<file path="config.mk">
export PLATFORM = sky130hd
export DESIGN_NAME = qdr_slave_buffer_flat
export DESIGN_NICKNAME = d
export VERILOG_FILES = /design/src/rtl/qdr_slave_buffer_if.sv /design/src/rtl/qdr_slave_buffer.sv /design/src/flat_wrapper.sv
export SDC_FILE = /design/constraint.sdc
export NUM_CORES = 1
export LEC_CHECK = 0
export ABC_AREA = 1
export CORE_ASPECT_RATIO = 1.75
export CORE_MARGIN = 3
export CORE_UTILIZATION = 45
export DETAILED_ROUTE_END_ITERATION = 10
export DONT_BUFFER_PORTS = 1
export PLACE_DENSITY = 0.71
export SLEW_MARGIN = 40
export SYNTH_ARGS = -nofsm -noshare
export SYNTH_HDL_FRONTEND = slang
export SYNTH_SLANG_ARGS = --single-unit
</file>
<file path="constraint.sdc">
create_clock -name qdr_clk -period 7.1 [get_ports qdr_clk]
set_input_delay 0.355 -clock qdr_clk [delete_from_list [all_inputs] [get_ports qdr_clk]]
set_output_delay 0.355 -clock qdr_clk [all_outputs]
set_load 0.02 [all_outputs]
</file>
<file path="src/rtl/qdr_slave_buffer_if.sv">
// Bus bundle between user fabric, the request buffer and the arbiter slave port.
// Handshake: slave_wr_strb/slave_rd_strb act as valid, slave_ack as ready; a request
// transfers on any cycle where a strobe and slave_ack are both high, and it is held
// unchanged while slave_ack stays low.
interface qdr_slave_buffer_if #(
  parameter int QDR_DATA_WIDTH = 18,
  parameter int QDR_BW_WIDTH   = 2
);
  logic [31:0]                 usr_addr;
  logic                        usr_wr_strb;
  logic [2*QDR_DATA_WIDTH-1:0] usr_wr_data;
  logic [2*QDR_BW_WIDTH-1:0]   usr_wr_be;
  logic                        usr_rd_strb;
  logic                        usr_afull;
  logic [2*QDR_DATA_WIDTH-1:0] usr_rd_data;
  logic                        usr_rd_dvld;

  logic [31:0]                 slave_addr;
  logic                        slave_wr_strb;
  logic [2*QDR_DATA_WIDTH-1:0] slave_wr_data;
  logic [2*QDR_BW_WIDTH-1:0]   slave_wr_be;
  logic                        slave_rd_strb;
  logic                        slave_ack;
  logic [2*QDR_DATA_WIDTH-1:0] slave_rd_data;
  logic                        slave_rd_dvld;

  // The buffer itself.
  modport slave (
    input  usr_addr, usr_wr_strb, usr_wr_data, usr_wr_be, usr_rd_strb,
    output usr_afull, usr_rd_data, usr_rd_dvld,
    output slave_addr, slave_wr_strb, slave_wr_data, slave_wr_be, slave_rd_strb,
    input  slave_ack, slave_rd_data, slave_rd_dvld
  );

  // User fabric plus arbiter, as seen from outside the buffer.
  modport master (
    output usr_addr, usr_wr_strb, usr_wr_data, usr_wr_be, usr_rd_strb,
    input  usr_afull, usr_rd_data, usr_rd_dvld,
    input  slave_addr, slave_wr_strb, slave_wr_data, slave_wr_be, slave_rd_strb,
    output slave_ack, slave_rd_data, slave_rd_dvld
  );
endinterface

</file>
<file path="src/rtl/qdr_slave_buffer.sv">
// Request FIFO in front of the QDR arbiter slave port, with registered read return
// and outstanding-read tracking.
module qdr_slave_buffer #(
  parameter int QDR_DATA_WIDTH = 18,
  parameter int QDR_BW_WIDTH   = 2,
  parameter int DEPTH_LOG2     = 3,
  parameter int AFULL_MARGIN   = 2
) (
  input  logic                  qdr_clk,
  input  logic                  qdr_rst_n,
  qdr_slave_buffer_if.slave     bus,
  output logic [DEPTH_LOG2:0]   fill,
  output logic [7:0]            rd_outstanding,
  output logic                  overflow,
  output logic                  rd_underflow
);

  localparam int DEPTH = 1 << DEPTH_LOG2;
  localparam int DW    = 2 * QDR_DATA_WIDTH;
  localparam int BW    = 2 * QDR_BW_WIDTH;

  localparam logic [DEPTH_LOG2:0]   DEPTH_C  = (DEPTH_LOG2 + 1)'(DEPTH);
  localparam logic [DEPTH_LOG2:0]   MARGIN_C = (DEPTH_LOG2 + 1)'(AFULL_MARGIN);
  localparam logic [DEPTH_LOG2:0]   FILL_ONE = (DEPTH_LOG2 + 1)'(1);
  localparam logic [DEPTH_LOG2-1:0] PTR_ONE  = DEPTH_LOG2'(1);

  typedef struct packed {
    logic [31:0]   addr;
    logic          wr;
    logic          rd;
    logic [DW-1:0] data;
    logic [BW-1:0] be;
  } entry_t;

  entry_t                mem [DEPTH];
  entry_t                push_entry;
  entry_t                head_raw;
  entry_t                last_head;
  entry_t                head;
  logic [DEPTH_LOG2-1:0] wr_ptr;
  logic [DEPTH_LOG2-1:0] rd_ptr;
  logic [DEPTH_LOG2:0]   fill_next;
  logic [DEPTH_LOG2:0]   free_next;
  logic                  head_valid;
  logic                  push_req;
  logic                  push_ok;
  logic                  pop;
  logic                  rd_inc;
  logic                  rd_dec;
  logic                  afull_q;
  logic [DW-1:0]         rd_data_q;
  logic                  rd_dvld_q;

  assign head_valid = (fill != '0);
  assign push_req   = bus.usr_wr_strb | bus.usr_rd_strb;
  assign pop        = head_valid & bus.slave_ack;
  // A full FIFO still accepts a push when the head leaves in the same cycle.
  assign push_ok    = push_req & ((fill < DEPTH_C) | pop);

  always_comb begin
    push_entry      = '0;
    push_entry.addr = bus.usr_addr;
    push_entry.wr   = bus.usr_wr_strb;
    push_entry.rd   = bus.usr_rd_strb;
    push_entry.data = bus.usr_wr_data;
    push_entry.be   = bus.usr_wr_be;
  end

  always_ff @(posedge qdr_clk) begin
    if (push_ok) mem[wr_ptr] <= push_entry;
  end

  assign head_raw = mem[rd_ptr];
  // When empty the slave fields keep showing the last entry that left.
  assign head     = head_valid ? head_raw : last_head;

  assign bus.slave_addr    = head.addr;
  assign bus.slave_wr_data = head.data;
  assign bus.slave_wr_be   = head.be;
  assign bus.slave_wr_strb = head_valid & head_raw.wr;
  assign bus.slave_rd_strb = head_valid & head_raw.rd;

  always_comb begin
    fill_next = fill;
    unique case ({push_ok, pop})
      2'b10:   fill_next = fill + FILL_ONE;
      2'b01:   fill_next = fill - FILL_ONE;
      default: fill_next = fill;
    endcase
  end

  assign free_next = DEPTH_C - fill_next;

  always_ff @(posedge qdr_clk or negedge qdr_rst_n) begin
    if (!qdr_rst_n) begin
      wr_ptr    <= '0;
      rd_ptr    <= '0;
      fill      <= '0;
      afull_q   <= 1'b0;
      overflow  <= 1'b0;
      last_head <= '0;
    end else begin
      if (push_ok) wr_ptr <= wr_ptr + PTR_ONE;
      if (pop) begin
        rd_ptr    <= rd_ptr + PTR_ONE;
        last_head <= head_raw;
      end
      fill    <= fill_next;
      afull_q <= (free_next <= MARGIN_C);
      if (push_req && !push_ok) overflow <= 1'b1;
    end
  end

  assign bus.usr_afull = afull_q;

  assign rd_inc = pop & head_raw.rd;
  assign rd_dec = bus.slave_rd_dvld;

  // Read issue and return in the same cycle cancel; the counter saturates at both ends.
  always_ff @(posedge qdr_clk or negedge qdr_rst_n) begin
    if (!qdr_rst_n) begin
      rd_outstanding <= '0;
      rd_underflow   <= 1'b0;
    end else begin
      if (rd_inc && !rd_dec) begin
        if (rd_outstanding != 8'hFF) rd_outstanding <= rd_outstanding + 8'd1;
      end else if (!rd_inc && rd_dec) begin
        if (rd_outstanding == 8'd0) rd_underflow   <= 1'b1;
        else                        rd_outstanding <= rd_outstanding - 8'd1;
      end
    end
  end

  always_ff @(posedge qdr_clk or negedge qdr_rst_n) begin
    if (!qdr_rst_n) begin
      rd_data_q <= '0;
      rd_dvld_q <= 1'b0;
    end else begin
      rd_data_q <= bus.slave_rd_data;
      rd_dvld_q <= bus.slave_rd_dvld;
    end
  end

  assign bus.usr_rd_data = rd_data_q;
  assign bus.usr_rd_dvld = rd_dvld_q;

endmodule
</file>
<file path="src/flat_wrapper.sv">
// flat-port wrapper written by rule: the top's interface ports become plain ports
module qdr_slave_buffer_flat 
#(
  parameter int QDR_DATA_WIDTH = 18,
  parameter int QDR_BW_WIDTH   = 2,
  parameter int DEPTH_LOG2     = 3,
  parameter int AFULL_MARGIN   = 2
)
  (qdr_clk, qdr_rst_n, fill, rd_outstanding, overflow, rd_underflow, bus_usr_addr, bus_usr_wr_strb, bus_usr_wr_data, bus_usr_wr_be, bus_usr_rd_strb, bus_usr_afull, bus_usr_rd_data, bus_usr_rd_dvld, bus_slave_addr, bus_slave_wr_strb, bus_slave_wr_data, bus_slave_wr_be, bus_slave_rd_strb, bus_slave_ack, bus_slave_rd_data, bus_slave_rd_dvld);
  qdr_slave_buffer_if #(.QDR_DATA_WIDTH(QDR_DATA_WIDTH), .QDR_BW_WIDTH(QDR_BW_WIDTH)) bus_i ();
  input  logic qdr_clk;
  input  logic qdr_rst_n;
  output logic [DEPTH_LOG2:0] fill;
  output logic [7:0] rd_outstanding;
  output logic overflow;
  output logic rd_underflow;
  input wire logic [$bits(bus_i.usr_addr)-1:0] bus_usr_addr;
  input wire logic [$bits(bus_i.usr_wr_strb)-1:0] bus_usr_wr_strb;
  input wire logic [$bits(bus_i.usr_wr_data)-1:0] bus_usr_wr_data;
  input wire logic [$bits(bus_i.usr_wr_be)-1:0] bus_usr_wr_be;
  input wire logic [$bits(bus_i.usr_rd_strb)-1:0] bus_usr_rd_strb;
  output wire logic [$bits(bus_i.usr_afull)-1:0] bus_usr_afull;
  output wire logic [$bits(bus_i.usr_rd_data)-1:0] bus_usr_rd_data;
  output wire logic [$bits(bus_i.usr_rd_dvld)-1:0] bus_usr_rd_dvld;
  output wire logic [$bits(bus_i.slave_addr)-1:0] bus_slave_addr;
  output wire logic [$bits(bus_i.slave_wr_strb)-1:0] bus_slave_wr_strb;
  output wire logic [$bits(bus_i.slave_wr_data)-1:0] bus_slave_wr_data;
  output wire logic [$bits(bus_i.slave_wr_be)-1:0] bus_slave_wr_be;
  output wire logic [$bits(bus_i.slave_rd_strb)-1:0] bus_slave_rd_strb;
  input wire logic [$bits(bus_i.slave_ack)-1:0] bus_slave_ack;
  input wire logic [$bits(bus_i.slave_rd_data)-1:0] bus_slave_rd_data;
  input wire logic [$bits(bus_i.slave_rd_dvld)-1:0] bus_slave_rd_dvld;
  assign bus_i.usr_addr = bus_usr_addr;
  assign bus_i.usr_wr_strb = bus_usr_wr_strb;
  assign bus_i.usr_wr_data = bus_usr_wr_data;
  assign bus_i.usr_wr_be = bus_usr_wr_be;
  assign bus_i.usr_rd_strb = bus_usr_rd_strb;
  assign bus_usr_afull = bus_i.usr_afull;
  assign bus_usr_rd_data = bus_i.usr_rd_data;
  assign bus_usr_rd_dvld = bus_i.usr_rd_dvld;
  assign bus_slave_addr = bus_i.slave_addr;
  assign bus_slave_wr_strb = bus_i.slave_wr_strb;
  assign bus_slave_wr_data = bus_i.slave_wr_data;
  assign bus_slave_wr_be = bus_i.slave_wr_be;
  assign bus_slave_rd_strb = bus_i.slave_rd_strb;
  assign bus_i.slave_ack = bus_slave_ack;
  assign bus_i.slave_rd_data = bus_slave_rd_data;
  assign bus_i.slave_rd_dvld = bus_slave_rd_dvld;
  qdr_slave_buffer #(.QDR_DATA_WIDTH(QDR_DATA_WIDTH), .QDR_BW_WIDTH(QDR_BW_WIDTH), .DEPTH_LOG2(DEPTH_LOG2), .AFULL_MARGIN(AFULL_MARGIN)) u_core (.qdr_clk(qdr_clk), .qdr_rst_n(qdr_rst_n), .bus(bus_i), .fill(fill), .rd_outstanding(rd_outstanding), .overflow(overflow), .rd_underflow(rd_underflow));
endmodule
</file>
# [Word-level counts from Yosys, hierarchy flattened]
# Memory sizes are Yosys's and may differ from the RTL's.
# Cells that the tools add are included.
[classes] n_addsub=7 magnitude_cmp=2 eq_ne=5 muxes=8 bitwise_logic=8 reduce_logical=11
[op_table] operator="$mux 74" n=1
[op_table] operator="$mux 8" n=4
[op_table] operator="$add 8x1->8 const B" n=1
[op_table] operator="$logic_not 8->1" n=1
[op_table] operator="$ne 8x8->1 const B" n=1
[op_table] operator="$pmux 4 s2" n=1
[op_table] operator="$sub 8x1->8 const B" n=1
[op_table] operator="$add 3x1->3 const B" n=2
[op_table] operator="$reduce_and 3->1" n=2
[op_table] operator="$and 1x1->1" n=5
[op_table] operator="$add 4x1->4 const B" n=1
[op_table] operator="$le 4x2->1 const B" n=1
[op_table] operator="$lt 4x4->1 const B" n=1
[op_table] operator="$reduce_bool 4->1" n=1
[op_table] operator="$sub 4x1->4 const B" n=1
[op_table] operator="$sub 4x4->4 const A" n=1
[op_table] operator="$logic_and 1x1->1" n=3
[op_table] operator="$logic_not 1->1" n=3
[op_table] operator="$eq 2x1->1 const B" n=1
[op_table] operator="$eq 2x2->1 const B" n=1
[op_table] operator="$mux 1" n=2
[op_table] operator="$ne 2x1->1 const B" n=1
[op_table] operator="$ne 2x2->1 const B" n=1
[op_table] operator="$or 1x1->1" n=2
[op_table] operator="other kinds (2)" n=2
[word_totals] register_bits=132 ram_bits=592 input_bits=114 output_inout_bits=126 word_cells=56 mem_count=1
[mem_list] memory="u_core.mem" depth=8 width=74 read_ports=1 rd_ports_with_merged_regs=0 write_ports=1 line="qdr_slave_buffer.sv:35" source="entry_t mem [DEPTH];"

# [Logic depth before layout (Yosys ltp)]
# Gate-level depths: netlist of run 1.
[depth] ltp_word=8 mapped_depth=22 mapped_depth_nobuf=21

# [Least setup slack after synthesis of run 1]
# OpenSTA, ideal clock, no wires.
[synth_timing] path_type="register to register" startpoint="register u_core.fill[3]" endpoint="memory u_core.mem[1][0] (netlist name), enable pin" setup_time_ns=0.507 arrival_ns=4.367 required_time_ns=6.593 slack_ns=2.226 stages_incl_launch_ff=8 n_path_buf=1 synth_period_minus_slack_ns=4.874 cell_sequence="dfrtp_1 > nor2_1 > nand3_2 > nand2_2 > buf_6 > a21oi_2 > nand2_1 > nor2_1"
[synth_between] elab_chain_len=6 word_cells_on_any_way=7 classes_between="order compare (1); mux (2); bitwise (3); reduce/logical (1)"
[synth_lines] item="start, declared" line="qdr_slave_buffer.sv:12" source="output logic [DEPTH_LOG2:0] fill,"
[synth_lines] item="start signal, assigned" line="qdr_slave_buffer.sv:108" source="fill <= fill_next;"
[synth_lines] item="parallel branches: the longest is 2 deep, another holds $lt 4x4->1"
[synth_lines] item="$or 1x1->1 *" line="qdr_slave_buffer.sv:58" source="assign push_ok = push_req & ((fill < DEPTH_C) | pop);"
[synth_lines] item="$and 1x1->1 *" line="qdr_slave_buffer.sv:58"
[synth_lines] item="$mux 1 *" line="qdr_slave_buffer.sv:70" source="if (push_ok) mem[wr_ptr] <= push_entry;"
[synth_lines] item="$mux 1 (implied by the code) *" line="qdr_slave_buffer.sv:70"
[synth_lines] item="end, declared" line="qdr_slave_buffer.sv:35"
# Every way passes the cells marked *.

# [Final worst setup path of run 1]
[layout_timing] startpoint="register u_core.rd_ptr[0]" endpoint="output bus_slave_addr[20]"
[layout_between] elab_chain_len=2
[layout_lines] item="start, declared" line="qdr_slave_buffer.sv:41" source="logic [DEPTH_LOG2-1:0] rd_ptr;"
[layout_lines] item="start signal, assigned" line="qdr_slave_buffer.sv:105" source="rd_ptr <= rd_ptr + PTR_ONE;"
[layout_lines] item="$mem_v2 8x74"
[layout_lines] item="$mux 74" line="qdr_slave_buffer.sv:75" source="assign head = head_valid ? head_raw : last_head;"
[layout_lines] item="end, declared" line="flat_wrapper.sv:25" source="output wire logic [$bits(bus_i.slave_addr)-1:0] bus_slave_addr;"
# No other way between the ends.

==> results.json, run 1 <==
{
  "fin_worst_skew_ns": 0.0210,
  "grtUsageTotal": 0.199,
  "ys_warn_count": 0,
  "max_freq_ghz": 0.233,
  "htreeDepth": 2,
  "synthMuxAreaShare": 0.000352,
  "grt_pass1_wl_mm": 104,
  "vias": 18100,
  "cts_tree": "yes",
  "regToRegSetupSlack_ns": 3.02,
  "synthTopCellsByArea": "edfxtp_1 (62%), dfrtp_1 (11%), o21ai_0 (8.8%)",
  "ios": 240,
  "totalWireLength_mm": 66.9,
  "drv_cap": 0,
  "crit_chain": "buf_6 > buf_6 > nor2_1 > nor2_1 > o21ai_0 > o211ai_1 > o21ai_0 > o21ai_0",
  "r2r-end": "u_core.bus.usr_afull",
  "clkTransAtPathRegs_ns": 0.07,
  "max_slew.worst_pin.slew_ns": 0.844,
  "rows": 121,
  "timing.final.crit_share": 0.604,
  "powerDensity_nw_per_um2": 448,
  "cts_made_buffers": 61,
  "endpoint_kind": "output pin",
  "outcome": "complete, no violations",
  "first_pass_iters": 5,
  "async_flop_share": 0.180,
  "drtIter0Drc": 1600,
  "hpwl_mm": 39.2,
  "avgViaCountPerCell": 5.60,
  "vdd_drop_max_v": 0.000323,
  "yosys.area.top_type": "edfxtp_1",
  "cp_data_arrival_time_ns": 3.93,
  "synth_compound_area_frac": 0.126,
  "r2r_start": "u_core.fill[3]",
  "cpMostUsedCell": "o21ai_0",
  "setup_tns_ns": 0,
  "cp_num_buf_inv": 2,
  "cts_root_buf": "clkbuf_16",
  "min_path_cells": 3,
  "design.core.area_um2": 62400,
  "reg2reg_depth": 19,
  "finalHoldViolCount": 0,
  "io_buffer_count": 0,
  "synthTopCellsByCount": "edfxtp_1 (592), o21ai_0 (498), nor2_1 (463)",
  "place_congestion": 0.805,
  "synthDistinctLibCells": 37,
  "start_util": 0.456,
  "drc": 0,
  "crit_family": "buffers and inverters",
  "insertion_delay_ns": 0.64,
  "clk_path_buf_depth": 3,
  "syn_nets": 2435,
  "p_total_uw": 14500,
  "maxSlewViolCount": 0,
  "cpMaxStageDelayCell": "dfrtp_4",
  "grt_pass1_vias": 17800,
  "synth_top_area_frac": 0.625,
  "syn_inst": 2305,
  "required_ns": 6.74,
  "critPathLaunchType": "register",
  "cp_slowest_stage_delay_ns": 0.71,
  "synth-xor-area-share": 0.00369,
  "finalNetCount": 2500,
  "drive_gt1_frac": 0.0632,
  "avgSynthCellArea_um2": 12.3,
  "crit_fanout": 104,
  "die_area_um2": 66400,
  "hold_path.startpoint": "bus_slave_ack",
  "synth_top_family_by_area": "compound AO/OA/AOI/OAI gates",
  "setup_viol": 0,
  "hold_path_class": "primary input to register",
  "area_growth_pct": 14.1,
  "p_leak_uw": 0.0110,
  "synthAdderAreaFrac": 0.00730,
  "die_y_um": 339,
  "antenna_found_initial": 10,
  "synth.most_common_cell": "edfxtp_1",
  "fill_cells": 5106,
  "cts-resized-gates": 0,
  "whs_endpoint": "u_core.last_head[10]",
  "clock_sink_count": 722,
  "rsz0062_at_grt": "no",
  "period_needed_ns": 4.29,
  "crit_type": "register to output pin",
  "routedWlPerCell_um": 20.8,
  "synth_enable_flop_cells": 592,
  "synthSimpleGateAreaFrac": 0.0945,
  "overflow": 0,
  "ant_nets": 0,
  "grt_max_degree": 216,
  "syn_area_um2": 28500,
  "die_x_um": 196,
  "ys_ff_latch": 722,
  "max_slew_margin": 0.431,
  "ys.flop_type": "edfxtp_1",
  "ys_seq_area_frac": 0.739
}
## layer usage
| layer | up-vias | track usage | share of wire |
|---|---|---|---|
| met5 | - | 0 | 0.00042 |
| met3 | 165 | 0.0390 | 0.060 |
| met1 | 8900 | 0.246 | 0.39 |
| met4 | 6 | 0.0770 | 0.038 |
| met2 | 651 | 0.346 | 0.51 |
| li1 | 8346 | - | - |
## cells by family after synthesis
group | count (synthesis)
flip-flops | 722
AND/OR/NAND/NOR | 701
AO/OA/AOI/OAI | 673
buffers and inverters | 180
adder cells (fa/ha/maj) | 16
XOR/XNOR | 12
multiplexers | 1
## worst max-delay path by stage
stage	depth (start not counted)	endpoint	start
floorplan	7	u_core.mem[1][0]	u_core.fill[3]
global placement	17	u_core.rd_outstanding[5]	u_core.fill[3]
detailed placement	17	u_core.rd_outstanding[5]	u_core.fill[3]
CTS	8	bus_slave_addr[20]	u_core.rd_ptr[0]
global route	8	bus_slave_addr[20]	u_core.rd_ptr[0]
finish	8	bus_slave_addr[20]	u_core.rd_ptr[0]
## where the power goes
group	switching (uW)	total, uW	internal [uW]	leakage [uW]
combinational	3800	5120	1330	0.00311
sequential	473	6060	5580	0.00694
clock	1490	3370	1880	0.000994
total	5760	14500	8790	0.0110
## metrics by stage
| stage | worst slack (ns) | area, um2 | util | hold WS [ns] | cells |
|---|---|---|---|---|---|
| 2_1_floorplan | 2.23 | 28500 | - | 0.0594 | 2305 |
| 3_3_place_gp | 2.70 | 29000 | 0.465 | 0.0673 | 2984 |
| 5_1_grt | 2.40 | 32500 | 0.520 | 0.198 | 3221 |
| 3_5_place_dp | 2.85 | 29200 | 0.468 | 0.0676 | 2991 |
| 4_1_cts | 2.49 | 32400 | 0.519 | 0.120 | 3216 |
| 6_report | 2.81 | 32500 | 0.521 | 0.176 | 3225 |
## sequential cells by signal, indices dropped and copies added, names as in the netlist
signal                  cells
u_core.bus.usr_afull        1
u_core.bus.usr_rd_data     36
u_core.bus.usr_rd_dvld      1
u_core.fill                 4
u_core.last_head           72
u_core.mem                592
u_core.overflow             1
u_core.rd_outstanding       8
u_core.rd_ptr               3
u_core.rd_underflow         1
u_core.wr_ptr               3
## placed cells by master, fill, tap and decap left out, drive strengths merged, types with 2 or more instances in the layout
cell	count
dfrtp	130
or2	3
diode	7
a21oi	2
xnor2	7
a21o	2
o211ai	72
o21ai	588
bufinv	4
clkinv	18
nand4	2
edfxtp	592
xor2	5
inv	34
nor2	467
nand3	17
nand2	209
clkinvlp	4
a31oi	2
clkbuf	85
ha	15
dlygate4sd3	112
o32ai	3
nor3	3
buf	37
## timing repair
action | in CTS | in global routing
hold buffers | 113 | 0
buffers inserted | 0 | 0
endpoints found under the hold margin | 761 | 0
## tightest hold or removal path, stage by stage
cell,delay (ns)
nand2_4,0.21
nand2_1,0.12
o21ai_0,0.07
## final cells by class
| class | count | area, um2 | area share |
|---|---|---|---|
| Tap cell | 799 | 1000 | 0.0308 |
| Timing Repair Buffer | 149 | 1590 | 0.0489 |
| Sequential cell | 722 | 21000 | 0.648 |
| Antenna cell | 7 | 17.5 | 0.000539 |
| Clock inverter | 27 | 280 | 0.00863 |
| Clock buffer | 85 | 1760 | 0.0541 |
| Inverter | 33 | 143 | 0.00439 |
| Multi-Input combinational cell | 1403 | 6650 | 0.205 |
Power figures use the tool's default switching activity.
==> inputs of run 2 (changes only) <==
clock period = 4.1 ns   (was 7.1 ns; I/O delays follow)
==> run 2 against run 1 <==
Effect of this change:
- worst setup slack lost 2.6 ns
- sequential share of layout area shrank 0.78 points
- via count down 1.4%
- critical path type unchanged
- largest cell class unchanged
==> results.json, run 2 (synthesis gave the netlist of run 1 again) <==
{
  "die_x_um": 196,
  "place_congestion": 0.804,
  "htreeDepth": 3,
  "clock_sink_count": 722,
  "crit_fanout": 124,
  "avgViaCountPerCell": 5.49,
  "totalWireLength_mm": 66.9,
  "cts_root_buf": "clkbuf_16",
  "drv_cap": 0,
  "crit_chain": "inv_8 > buf_12 > buf_16 > o21ai_0 > o21ai_1 > o21ai_1 > o21ai_0 > buf_4",
  "hold_buffers": 114,
  "cpMaxStageDelayCell": "dfrtp_4",
  "antenna_found_initial": 6,
  "first_pass_iters": 7,
  "design.core.area_um2": 62400,
  "setup_viol": 0,
  "top_register": "u_core.mem",
  "crit_family": "buffers and inverters",
  "routedWlPerCell_um": 20.6,
  "finalNetCount": 2523,
  "fill_cells": 5087,
  "p_leak_uw": 0.0112,
  "die_area_um2": 66400,
  "timing.final.ws_setup_ns": 0.257,
  "utilization": 0.527,
  "drive_gt1_frac": 0.0740,
  "pre_cts_ws_ns": 0.814,
  "timing.final.crit_share": 0.937,
  "vdd_drop_max_v": 0.000661,
  "clkTransAtPathRegs_ns": 0.06,
  "cp_slowest_stage_delay_ns": 0.56,
  "cp_num_buf_inv": 4,
  "drc": 0,
  "finalHoldViolCount": 0,
  "cts_tree": "yes",
  "die_y_um": 339,
  "mostFrequentLayoutCell": "edfxtp_1",
  "hpwl_mm": 37.0,
  "overflow": 0,
  "grt_max_degree": 218,
  "place_area_um2": 29400,
  "rows": 121,
  "cts_made_buffers": 66,
  "grtUsageTotal": 0.199,
  "endpoint_kind": "output pin",
  "critPathLaunchType": "register",
  "rsz0062_at_grt": "no",
  "io_buffer_count": 0,
  "grt_pass1_vias": 17700,
  "largest_reg_flops": 592,
  "drtIter0Drc": 1209,
  "period_needed_ns": 3.84,
  "critical_path_depth": 8,
  "reg2reg_depth": 16,
  "insertion_delay_ns": 0.62,
  "required_ns": 3.89,
  "min_path_cells": 1,
  "max_freq_ghz": 0.260,
  "hold_path_class": "primary input to register",
  "max_slew.worst_pin.slew_ns": 0.802,
  "final_area_um2": 32900,
  "fin_worst_skew_ns": 0.0255,
  "start_util": 0.456,
  "area_growth_pct": 15.5,
  "clk_path_buf_depth": 3,
  "final_cell_mix": "edfxtp_1 (592), o21ai_0 (497), nor2_1 (459), nand2_1 (208), dfrtp_1 (127)",
  "post_cts_buffers": 0,
  "cts-resized-gates": 0,
  "whs_ns": 0.148,
  "grt_pass1_wl_mm": 103,
  "vias": 17800,
  "powerDensity_nw_per_um2": 789,
  "max_slew_margin": 0.460,
  "ant_nets": 0,
  "cp_data_arrival_time_ns": 3.64,
  "ios": 240,
  "crit_type": "register to output pin",
  "maxSlewViolCount": 0,
  "outcome": "complete, no violations"
}
-- run 2: final cells by class --
cell class | instances | area, um2 | share of cell area
Clock buffer | 86 | 1840 | 0.0560
Antenna cell | 4 | 10.0 | 0.000305
Clock inverter | 35 | 383 | 0.0116
Sequential cell | 722 | 21000 | 0.640
Inverter | 33 | 136 | 0.00415
Timing Repair Buffer | 167 | 1810 | 0.0549
Tap cell | 799 | 1000 | 0.0304
Multi-Input combinational cell | 1403 | 6650 | 0.202
-- run 2: through the flow --
step	instances	power [uW]	TNS, ns
after floorplan	2305	16900	-228.98
after global placement	3006	19300	0
after detailed placement	3008	19700	0
after CTS	3243	26200	0
after global routing	3248	27600	0
final	3249	25900	0
-- run 2: path summary, 6_finish.rpt --
check	startpoint	end	slack, ns
max	u_core.rd_ptr[0]	bus_slave_wr_data[34]	0.26
min	bus_slave_rd_data[29]	u_core.bus.usr_rd_data[29]	0.15
max reg2reg	u_core.fill[3]	u_core.rd_outstanding[5]	0.78
min reg2reg	u_core.last_head[4]	u_core.last_head[4]	0.49
max in group asynchronous	qdr_rst_n	u_core.rd_ptr[0]	3.20
min in group asynchronous	qdr_rst_n	u_core.last_head[59]	0.21
-- run 2: report_power, final --
group | leakage (uW) | switching, uW | internal [uW]
clock | 0.00110 | 2690 | 3590
sequential | 0.00694 | 770 | 9670
combinational | 0.00321 | 6620 | 2600
total | 0.0112 | 10100 | 15900
-- run 2: layer usage --
| metal | routed length (um) | track usage | part of all wire | vias up |
|---|---|---|---|---|
| met1 | 26800 | 0.245 | 0.40 | 8745 |
| met5 | 23 | 0 | 0.00034 | - |
| met3 | 3510 | 0.0350 | 0.052 | 116 |
| met2 | 34900 | 0.354 | 0.52 | 560 |
| met4 | 1650 | 0.0664 | 0.025 | 4 |
| li1 | - | - | - | 8396 |
-- run 2: worst register-to-register path: cells and delay by family (launching register included) --
| family | cells | cell delay, ns |
|---|---|---|
| simple gates | 9 | 1.45 |
| fa+ha+maj | 2 | 0.55 |
| flops | 1 | 0.54 |
| buf+inv | 3 | 0.48 |
| compound gates | 1 | 0.07 |
| xor+xnor | 1 | 0.14 |
==> inputs of run 3 (changes only) <==
REMOVE_ABC_BUFFERS = 1   (was not set)
==> run 3 against run 2 <==
Effect of this change:
- critical endpoint is now bus_slave_wr_data[10]
- global-route usage down 0.61 points
- clock power up 2%
- sequential power about the same
- via count up 0.45%
==> results.json, run 3 (synthesis gave the netlist of run 1 again) <==
{
  "timing.final.crit_share": 0.869,
  "required_ns": 3.89,
  "drive_gt1_frac": 0.0648,
  "design.core.area_um2": 62400,
  "cp_data_arrival_time_ns": 3.36,
  "grt_pass1_wl_mm": 101,
  "routedWlPerCell_um": 20.0,
  "fill_cells": 5041,
  "start_util": 0.456,
  "p_sw_frac": 0.385,
  "vdd_drop_max_v": 0.000597,
  "crit_fanout": 180,
  "grtUsageTotal": 0.193,
  "endpoint_kind": "output pin",
  "p_total_uw": 25700,
  "largest_reg_flops": 592,
  "place_area_um2": 29200,
  "overflow": 0,
  "htreeDepth": 3,
  "max_slew_margin": 0.375,
  "rows": 121,
  "regToRegSetupSlack_ns": 0.77,
  "clock_sink_count": 722,
  "p_leak_uw": 0.0111,
  "drtIter0Drc": 1318,
  "hold_path.startpoint": "bus_slave_rd_data[1]",
  "antenna_found_initial": 3,
  "die_x_um": 196,
  "r2r_start": "u_core.rd_ptr[0]",
  "multiInputGateArea_um2": 6660,
  "place_congestion": 0.813,
  "insertion_delay_ns": 0.60,
  "mostFrequentLayoutCell": "edfxtp_1",
  "max_slew.worst_pin.slew_ns": 0.938,
  "first_pass_iters": 5,
  "powerDensity_nw_per_um2": 786,
  "crit_start": "u_core.rd_ptr[0]",
  "seqCellArea_um2": 21000,
  "vias": 17900,
  "maxSlewViolCount": 0,
  "final_cell_mix": "edfxtp_1 (592), o21ai_0 (498), nor2_1 (459), nand2_1 (208), dfrtp_1 (127)",
  "clkTransAtPathRegs_ns": 0.07,
  "hpwl_mm": 33.1,
  "crit_type": "register to output pin",
  "setup_tns_ns": 0,
  "setup_viol": 0,
  "final_area_um2": 32700,
  "seqPwrFrac": 0.406,
  "internal_power_uw": 15800,
  "cts_made_buffers": 66,
  "p_switching_uw": 9890,
  "timing.final.ws_setup_ns": 0.537,
  "critPathLaunchType": "register",
  "period_needed_ns": 3.56,
  "max_freq_ghz": 0.281,
  "outcome": "complete, no violations",
  "combPwrFrac": 0.343,
  "whs_ns": 0.160,
  "top_register": "u_core.mem",
  "crit_chain": "buf_12 > nor2_1 > nor2_1 > o21ai_0 > o211ai_1 > o21ai_0 > o21ai_0",
  "die_y_um": 339,
  "drc": 0,
  "hold_path_class": "primary input to register",
  "finalNetCount": 2498,
  "grt_max_degree": 182,
  "cts_root_buf": "clkbuf_16",
  "pre_cts_ws_ns": 0.834,
  "cpMostUsedCell": "o21ai_0",
  "totalWireLength_mm": 64.4,
  "io_buffer_count": 0,
  "finalHoldViolCount": 0,
  "drv_cap": 0,
  "fin_worst_skew_ns": 0.0219,
  "grt_pass1_vias": 18400,
  "area_growth_pct": 14.7,
  "avgViaCountPerCell": 5.56,
  "cts-resized-gates": 0,
  "clk_path_buf_depth": 3,
  "die_area_um2": 66400,
  "cts_tree": "yes",
  "cp_slowest_stage_delay_ns": 0.66,
  "cpMaxStageDelayCell": "dfrtp_4",
  "ant_nets": 0,
  "clkPwrFrac": 0.251,
  "ios": 240,
  "rsz0062_at_grt": "no"
}
run 3: cell types whose count changed in the layout (fill, tap and decap cells not counted), sizes merged:
cell and change:
diode -2, clkbuf +6, clkinv -10, bufinv +1
inv +3, buf -25
run 3: path summary, 6_finish.rpt:
kind                       cells past startpoint                   endpoint
max                                            7      bus_slave_wr_data[10]
min                                            1  u_core.bus.usr_rd_data[1]
max reg2reg                                   17   u_core.rd_outstanding[5]
min reg2reg                                    2       u_core.last_head[53]
max in group asynchronous                      2           u_core.rd_ptr[2]
min in group asynchronous                      2       u_core.last_head[42]
run 3: power groups by stage:
stage / sequential, uW / clock (uW) / combinational [uW]
after floorplan: 11000 / 0 / 5810
after global placement: 10500 / 0 / 8330
after detailed placement: 10600 / 0 / 8650
after CTS: 10400 / 6590 / 8900
after global routing: 10600 / 6860 / 9880
final: 10400 / 6440 / 8800
run 3: layout make-up:
class                           instances  area share
Clock inverter                         29      0.0108
Multi-Input combinational cell       1403       0.204
Sequential cell                       722       0.644
Timing Repair Buffer                  142      0.0462
Clock buffer                           92      0.0598
Antenna cell                            2    0.000153
Tap cell                              799      0.0306
Inverter                               33     0.00410
run 3: worst max-delay path, delay by kind of cell (launching register included):
kind            cells  cell delay [ns]
simple gates        2             0.23
buf+inv             1             0.49
compound gates      4             1.09
flops               1             0.66
run 3: metrics by stage:
step / std cells / utilization
floorplan: 2158 / -
global placement: 2985 / 0.468
detailed placement: 2985 / 0.468
CTS: 3220 / 0.523
global route: 3221 / 0.523
finish: 3222 / 0.523
run 3: what timing repair did:
action	in CTS	in global routing
hold buffers	114	0
hold endpoints to repair	766	0
setup buffers	0	0
run 3: per-layer routing:
metal	GRT usage	vias up	routed length (um)
li1	-	8343	-
met1	0.230	8825	25600
met5	0	-	13
met4	0.0736	2	1820
met3	0.0370	117	3740
met2	0.344	615	33300
